`config.mk`:
```
export PLATFORM = sky130hd
export DESIGN_NAME = aes_mix_round_stage
export DESIGN_NICKNAME = d
export VERILOG_FILES = /design/src/rtl/aes_pkg.sv /design/src/rtl/aes_mix_columns.sv /design/src/rtl/aes_mix_round_stage.sv
export SDC_FILE = /design/constraint.sdc
export NUM_CORES = 1
export LEC_CHECK = 0
export BUFFER_PORTS_ARGS = -buffer_cell sky130_fd_sc_hd__buf_2
export CORE_ASPECT_RATIO = 0.9
export CORE_MARGIN = 10
export CORE_UTILIZATION = 39
export CTS_CLUSTER_DIAMETER = 50
export DETAILED_ROUTE_END_ITERATION = 10
export SLEW_MARGIN = 20
export SYNTH_ARGS = -nofsm -noshare
export SYNTH_HDL_FRONTEND = slang
export SYNTH_SLANG_ARGS = --single-unit
```
`constraint.sdc`:
```
create_clock -name clk -period 2.5 [get_ports clk]
set_input_delay 0.25 -clock clk [delete_from_list [all_inputs] [get_ports clk]]
set_output_delay 0.25 -clock clk [all_outputs]
set_load 0.02 [all_outputs]
```
`src/rtl/aes_pkg.sv`:
```
// Shared types and byte-shuffling helpers for the column-serial AES round back-end.
// State byte 0 is [127:120]; column c occupies [127-32c -: 32], row 0 first.
package aes_pkg;

  localparam int AES_NUM_COLS = 4;

  typedef logic [127:0] state_t;
  typedef logic [31:0]  col_t;
  typedef logic [1:0]   col_idx_t;

  typedef enum logic [1:0] {
    IDLE,
    RUN,
    DONE
  } fsm_t;

  function automatic col_t get_col(state_t s, col_idx_t c);
    return s[127 - 32*int'(c) -: 32];
  endfunction

  // Output byte (row r, col c) takes input byte (row r, col (c+r) mod 4).
  function automatic state_t shift_rows(state_t s);
    state_t r;
    r = '0;
    for (int c = 0; c < AES_NUM_COLS; c++) begin
      for (int row = 0; row < 4; row++) begin
        r[127 - 8*(4*c + row) -: 8] = s[127 - 8*(4*((c + row) % AES_NUM_COLS) + row) -: 8];
      end
    end
    return r;
  endfunction

  // Multiply by x in GF(2^8) modulo 0x11B.
  function automatic logic [7:0] xtime(logic [7:0] b);
    return {b[6:0], 1'b0} ^ (b[7] ? 8'h1b : 8'h00);
  endfunction

endpackage

```
`src/rtl/aes_mix_columns.sv`:
```
// MixColumns for one 32-bit column, purely combinational.
// Row 0 is col_in[31:24]; matrix rows are [2 3 1 1] rotated right per row.
module aes_mix_columns
  import aes_pkg::*;
(
  input  col_t col_in,
  output col_t col_out
);

  logic [7:0] a0, a1, a2, a3;

  assign a0 = col_in[31:24];
  assign a1 = col_in[23:16];
  assign a2 = col_in[15:8];
  assign a3 = col_in[7:0];

  assign col_out[31:24] = xtime(a0) ^ xtime(a1) ^ a1 ^ a2 ^ a3;
  assign col_out[23:16] = a0 ^ xtime(a1) ^ xtime(a2) ^ a2 ^ a3;
  assign col_out[15:8]  = a0 ^ a1 ^ xtime(a2) ^ xtime(a3) ^ a3;
  assign col_out[7:0]   = xtime(a0) ^ a0 ^ a1 ^ a2 ^ xtime(a3);

endmodule

```
`src/rtl/aes_mix_round_stage.sv`:
```
// Column-serial AES round back-end: ShiftRows on capture, then one column per
// cycle through a shared MixColumns unit (bypassed on the final round) and AddRoundKey.
module aes_mix_round_stage
  import aes_pkg::*;
#(
  parameter int NUM_COLS = 4
) (
  input  logic         clk,
  input  logic         rst_n,
  input  logic         in_valid,
  output logic         in_ready,
  input  logic [127:0] state_in,
  input  logic [127:0] key_in,
  input  logic         last_round,
  output logic         out_valid,
  input  logic         out_ready,
  output logic [127:0] state_out
);

  fsm_t     state_q, state_d;
  col_idx_t col_idx_q;
  state_t   work_q, key_q, result_q;
  logic     last_q;

  col_t mix_in, mix_out, res_col;
  logic accept, last_col;

  assign mix_in   = get_col(work_q, col_idx_q);
  assign res_col  = (last_q ? mix_in : mix_out) ^ get_col(key_q, col_idx_q);
  assign last_col = (col_idx_q == col_idx_t'(NUM_COLS - 1));

  aes_mix_columns u_mix_columns (
    .col_in  (mix_in),
    .col_out (mix_out)
  );

  // NOTE: every output of this block gets a default before the case, so no path leaves one unassigned and no latch is inferred.
  always_comb begin
    state_d   = state_q;
    in_ready  = 1'b0;
    out_valid = 1'b0;
    accept    = 1'b0;
    unique case (state_q)
      IDLE: begin
        in_ready = 1'b1;
        if (in_valid) begin
          accept  = 1'b1;
          state_d = RUN;
        end
      end
      RUN: begin
        if (last_col) state_d = DONE;
      end
      DONE: begin
        out_valid = 1'b1;
        if (out_ready) state_d = IDLE;
      end
      default: state_d = IDLE;
    endcase
  end

  always_ff @(posedge clk or negedge rst_n) begin
    if (!rst_n) state_q <= IDLE;
    else        state_q <= state_d;
  end

  // NOTE: the data registers are plain flops, not a memory, so clearing them on reset is cheap and keeps state_out at 0 during reset.
  always_ff @(posedge clk or negedge rst_n) begin
    if (!rst_n) begin
      col_idx_q <= '0;
      work_q    <= '0;
      key_q     <= '0;
      result_q  <= '0;
      last_q    <= 1'b0;
    end else if (accept) begin
      // NOTE: non-blocking assignments so every register here samples pre-edge values, independent of statement order.
      work_q    <= shift_rows(state_in);
      key_q     <= key_in;
      last_q    <= last_round;
      col_idx_q <= '0;
    end else if (state_q == RUN) begin
      result_q[127 - 32*int'(col_idx_q) -: 32] <= res_col;
      col_idx_q <= col_idx_q + 2'd1;
    end
  end

  assign state_out = result_q;

endmodule

```
Yosys cells after proc, flatten, opt, wreduce, memory -nomap -nowiden
Cells that the tools add are included.
{ "word_totals": {"reg_bits": 389, "latchBits": 0, "mem_bits_rw": 0, "romBits": 0, "in_bits": 261, "out_inout_bits": 130, "n_memories": 0} }
{ "classes": {"n_addsub": 3, "mul": 0, "div": 0, "magnitude_cmp": 0, "eq_ne": 6, "n_shift": 4, "n_mux": 16, "n_bitwise": 22, "n_reduce_logical": 4} }
{ "ops": {"columns": ["op", "n"], "rows": [
  ["159-bit by 8-bit variable part select with 32-bit output", 2],
  ["32-bit by 33-bit variable shift with 159-bit output (first input constant)", 1],
  ["32-bit by 33-bit variable part select with 159-bit output", 1],
  ["8-bit XOR", 19],
  ["128-bit bitwise mux", 1],
  ["8-bit negation with 33-bit output", 1],
  ["32-bit 2-to-1 mux", 1],
  ["32-bit XOR", 1],
  ["5-bit 2-to-1 mux", 4],
  ["2-bit 2-to-1 mux", 5],
  ["7-bit by 7-bit subtractor with 8-bit output (first input constant)", 1],
  ["8-bit by 5-bit XOR with 8-bit output", 1],
  ["2-bit != test (second input constant)", 3],
  ["2-bit one-hot mux with 3 select lines", 1],
  ["2-bit == test (second input constant)", 2],
  ["1-bit 2-to-1 mux", 4],
  ["3-bit AND reduction", 1],
  ["2-bit by 1-bit adder with 2-bit output (second input constant)", 1],
  ["2-bit by 1-bit == test with 1-bit output (second input constant)", 1],
  ["2-bit logical NOT", 1],
  ["2-bit AND reduction", 1],
  ["2-bit nonzero test", 1],
  ["1-bit inverter", 1]
]} }

Longest topological paths before layout
{ "depth": {"depth_word": 12, "ltp_mapped": 10} }

Cells and area by module
Synthesis repeated with hierarchy kept, for this count alone.
{ "unflattened": {"hier_cells": 1643, "hier_area_um2": 20494.7} }
{ "modules_own_cells": {"columns": ["mod", "instances", "cells_each", "area_each_um2"], "rows": [
  ["aes_mix_round_stage", 1, 1566, 19185.9],
  ["aes_mix_columns", 1, 77, 1308.8]
]} }

Least setup slack after synthesis
OpenSTA, ideal clock, no wires.
{ "synth_timing": {"path_type": "register -> register", "startpoint": "reg col_idx_q[0]", "endpoint": "reg result_q[20], in the netlist state_out[20]", "setup_time_ns": 0.146, "arrival_ns": 2.168, "t_required_ns": 2.354, "setup_slack_ns": 0.186, "stages_incl_launch_ff": 9, "period_less_slack_ns": 2.314, "path_cell_list": "dfrtp_1 > buf_6 > buf_12 > buf_12 > mux4_2 > xnor2_2 > xnor2_1 > xnor2_1 > o221ai_1"} }
{ "synth_between": {"elab_chain_len": 12} }
{ "synth_rtl": {"columns": ["item", "line", "source"], "rows": [
  ["start, declared", "aes_mix_round_stage.sv:21", "col_idx_t col_idx_q;"],
  ["start signal, assigned", "aes_mix_round_stage.sv:83", "col_idx_q <= col_idx_q + 2'd1;"],
  ["7-bit by 7-bit subtractor with 8-bit output (*)", "aes_pkg.sv:18, aes_mix_round_stage.sv:82", null],
  ["159-bit by 8-bit variable part select with 32-bit output", "aes_pkg.sv:18", "return s[127 - 32*int'(c) -: 32];"],
  ["5-bit 2-to-1 mux", "aes_pkg.sv:35", "return {b[6:0], 1'b0} ^ (b[7] ? 8'h1b : 8'h00);"],
  ["8-bit XOR or 8-bit by 5-bit XOR with 8-bit output (tied branches)", "aes_pkg.sv:35", null],
  ["8-bit XOR (on tied branches) (4 in a row)", "aes_mix_columns.sv:20, aes_mix_columns.sv:17, aes_mix_columns.sv:18", null],
  ["32-bit 2-to-1 mux", "aes_mix_round_stage.sv:29", "assign res_col = (last_q ? mix_in : mix_out) ^ get_col(key_q, col_idx_q);"],
  ["32-bit XOR", "aes_mix_round_stage.sv:29", null],
  ["32-bit by 33-bit variable part select with 159-bit output", "aes_mix_round_stage.sv:82", "result_q[127 - 32*int'(col_idx_q) -: 32] <= res_col;"],
  ["128-bit bitwise mux (*)", "aes_mix_round_stage.sv:82", null],
  ["end signal, assigned by index", "aes_mix_round_stage.sv:82", null],
  ["end, declared", "aes_mix_round_stage.sv:22", "state_t work_q, key_q, result_q;"]
]} }
Every way passes the cells marked *; elsewhere a longest branch is shown, timed or not.
A chain may end at the register's enable or synchronous reset.

Worst setup path after layout
{ "layout_timing": {"startpoint": "reg col_idx_q[0]", "endpoint": "reg result_q[81], in the netlist state_out[81]"} }
Same word-level chain as after synthesis.

==> reports/metrics.cfg <==
[cells_and_area]
post-route-util_pct=59.4
nets=2292
area_growth_pct=50.0
final_cells=2684
multi_input_area_um2=8670
seqCellArea_um2=9740
drive_gt1_share_pct=51.2
num-fill-cells=3469

[place]
portBuffers=390
place.gp.congestion=0.849
post-place-ws_ps=-365
dpl.hpwl_mm=47.2
placed_cells=2286

[clocking]
cts.clk_slew.worst_paths_ps=60
clk_path_buf_depth=3
cts_root_buf=clkbuf_16
clk_latency_ps=590
clock_sinks=389
cts_made_buffers=48
cts_tree=yes
cts_max_level=2

[setup_path]
worstSetupPathType=reg -> reg
crit_top_cell=buf_12
critPathLaunchType=register
ff2ff_path_depth=8
cpMaxStageDelayCell=mux4_2
required_ps=2930
critPathArrivalTime_ps=3010
crit_cells=8
cpPeakStageDelay_ps=590
cp_cell_sequence=buf_12 -> buf_12 -> mux4_2 -> buf_12 -> xnor2_4 -> xnor2_2 -> xnor2_2 -> o221ai_1
cp-end-kind=register
crit_family=XOR/XNOR gates
path_max_fanout=8
critPathBufInv=3

[floorplan]
io_pins=391
die_y_um=224
die_w_um=246
initial_core_util_pct=39.6
die-area_um2=55100
coreArea_um2=45500
row_count=74

[flow_run]
maxCapViolCount=0

[timing]
rsz0062_at_grt=yes
finalMaxSlewViolations=0
fmaxAchievable_mhz=388
timing.hold.ws_ps=183
min_period_ps=2580
setup_slack_ps=-79.4
tightestPinTransition_ps=557
hold_violations=0
slew_headroom_pct=62.6
setup_viol=26
skew_ps=19.2
timing.final.crit_share_pct=103

[outcome]
violations=setup timing
outcome=complete, but fails checks

[logic_synthesis]
synth-seq-cells=389
synth_top_flop_cell=dfrtp_1
synthTopCellsByArea=dfrtp_1 (54%), mux2_2 (16%), mux4_2 (7.4%), xnor2_1 (6.9%), o221ai_1 (6.2%)
seq_area_frac_synth_pct=54.1
synth.avg_cell_area_um2=14.2
postSynthCellCount=1264
synth_top_area_share_pct=54.1
ys_top_cells_by_count=dfrtp_1 (389), mux2_2 (257), xnor2_1 (141)
synth_area_um2=18000
ys_warn_count=0
synth.distinct_cells=30
synth_edf_count=0
synth_area_leader_cell=dfrtp_1
synth_nets=1529
yosysMostFrequentCell=dfrtp_1
postSynth.asyncResetShare_pct=100

[routing]
ant_nets=0
via_per_inst=5.45
vias=14636
firstDrtPassIters=5
wl_per_cell_um=25.4
wl_mm=68.1
drt_iter0_markers=1151
route.detailed.drc=0

[grt]
grt_pass1_wl_mm=100
antenna_found_initial=16
first_global_vias=15510
overflow=0
grt_max_degree=68
gr-usage-all-layers_pct=24.0

[hold_path]
hp-class=in -> async

[worst paths after layout]
kind | start | end | slack, ps
min reg2reg | state_out[92]$_DFFE_PN0P_ | state_out[92]$_DFFE_PN0P_ | 480
min | rst_n | work_q[44]$_DFFE_PN0P_ | 180
min in group clk | out_ready | state_q[1]$_DFFE_PN0P_ | 420
max | col_idx_q[0]$_DFFE_PN0P_ | state_out[81]$_DFFE_PN0P_ | -80
max reg2reg | col_idx_q[0]$_DFFE_PN0P_ | state_out[81]$_DFFE_PN0P_ | -80
max in group asynchronous | rst_n | state_out[87]$_DFFE_PN0P_ | 1380
[per-layer routing]
metal  wire, um  vias to the layer above  track usage (%)
met3       5200                      154             5.20
met5         13                        -                0
li1           -                     6201                -
met4       2460                        2             10.7
met1      27700                     7558             31.6
met2      32700                      721             37.6
[worst reg2reg max path, delay by kind of cell, from the launching register on]
family	cells	cell delay (ps)
muxes	1	590
DFF	1	510
AOI/OAI and AO/OA	1	200
buffers and inverters	3	490
xor gates and xnor gates	3	650
[metrics by stage]
| stage | cell area (um2) | setup TNS [ps] |
|---|---|---|
| 2_1_floorplan | 18000 | 0 |
| 3_3_place_gp | 21400 | -14940 |
| 3_5_place_dp | 21400 | -17560 |
| 4_1_cts | 26200 | -746 |
| 5_1_grt | 27000 | -5880 |
| 6_report | 27000 | -558 |
[cell usage in the layout (no fill, tap or decap), drive strengths merged]
| master | count |
|---|---|
| nor2 | 3 |
| buf | 542 |
| clkinvlp | 1 |
| dlygate4sd3 | 260 |
| o21ai | 1 |
| nor2b | 1 |
| dfrtp | 389 |
| o221ai | 128 |
| and3 | 1 |
| clkbuf | 66 |
| bufinv | 5 |
| ha | 4 |
| nand3 | 3 |
| clkinv | 7 |
| diode | 15 |
| mux4 | 64 |
| xnor2 | 156 |
| nand2 | 136 |
| o21bai | 1 |
| mux2 | 257 |
| and2 | 1 |
| inv | 10 |
| a22o | 1 |
| or4 | 5 |
| mux2i | 1 |
| nand2b | 1 |
| xor2 | 17 |
[what timing repair did]
action	in CTS	in global routing
pin swaps	17	43
endpoints found under the setup margin	119	115
gates resized for setup	63	73
endpoints found under the hold margin	337	0
buffers inserted	12	25
gates cloned	1	1
hold buffers	260	0
[cells by family after synthesis]
kind of cell               count (synthesis)  synth area share, %
DFF                                      389                 54.1
muxes                                    322                 24.3
xor gates and xnor gates                 173                 9.27
and+or+nand+nor                          151                 3.33
AOI/OAI and AO/OA                        131                 6.35
buffers and inverters                     94                 2.43
adders and majority gates                  4                0.278
[cell type report]
| cell class | count | share of cell area (%) |
|---|---|---|
| diodes | 15 | 0.139 |
| well taps | 608 | 2.82 |
| multi-input cells | 781 | 32.1 |
| clock inverters | 19 | 1.08 |
| flip-flops and latches | 389 | 36.1 |
| inverters | 4 | 0.0556 |
| clock buffers | 65 | 4.98 |
| repair buffers | 803 | 22.7 |
[registers in the layout (all words and copies together), names as in the netlist]
| register | cells |
|---|---|
| state_q | 2 |
| work_q | 128 |
| key_q | 128 |
| last_q | 1 |
| col_idx_q | 2 |
| state_out | 128 |
Power is not shown: default switching activity piles up to over one toggle a cycle in this logic, so the estimate is an artifact.
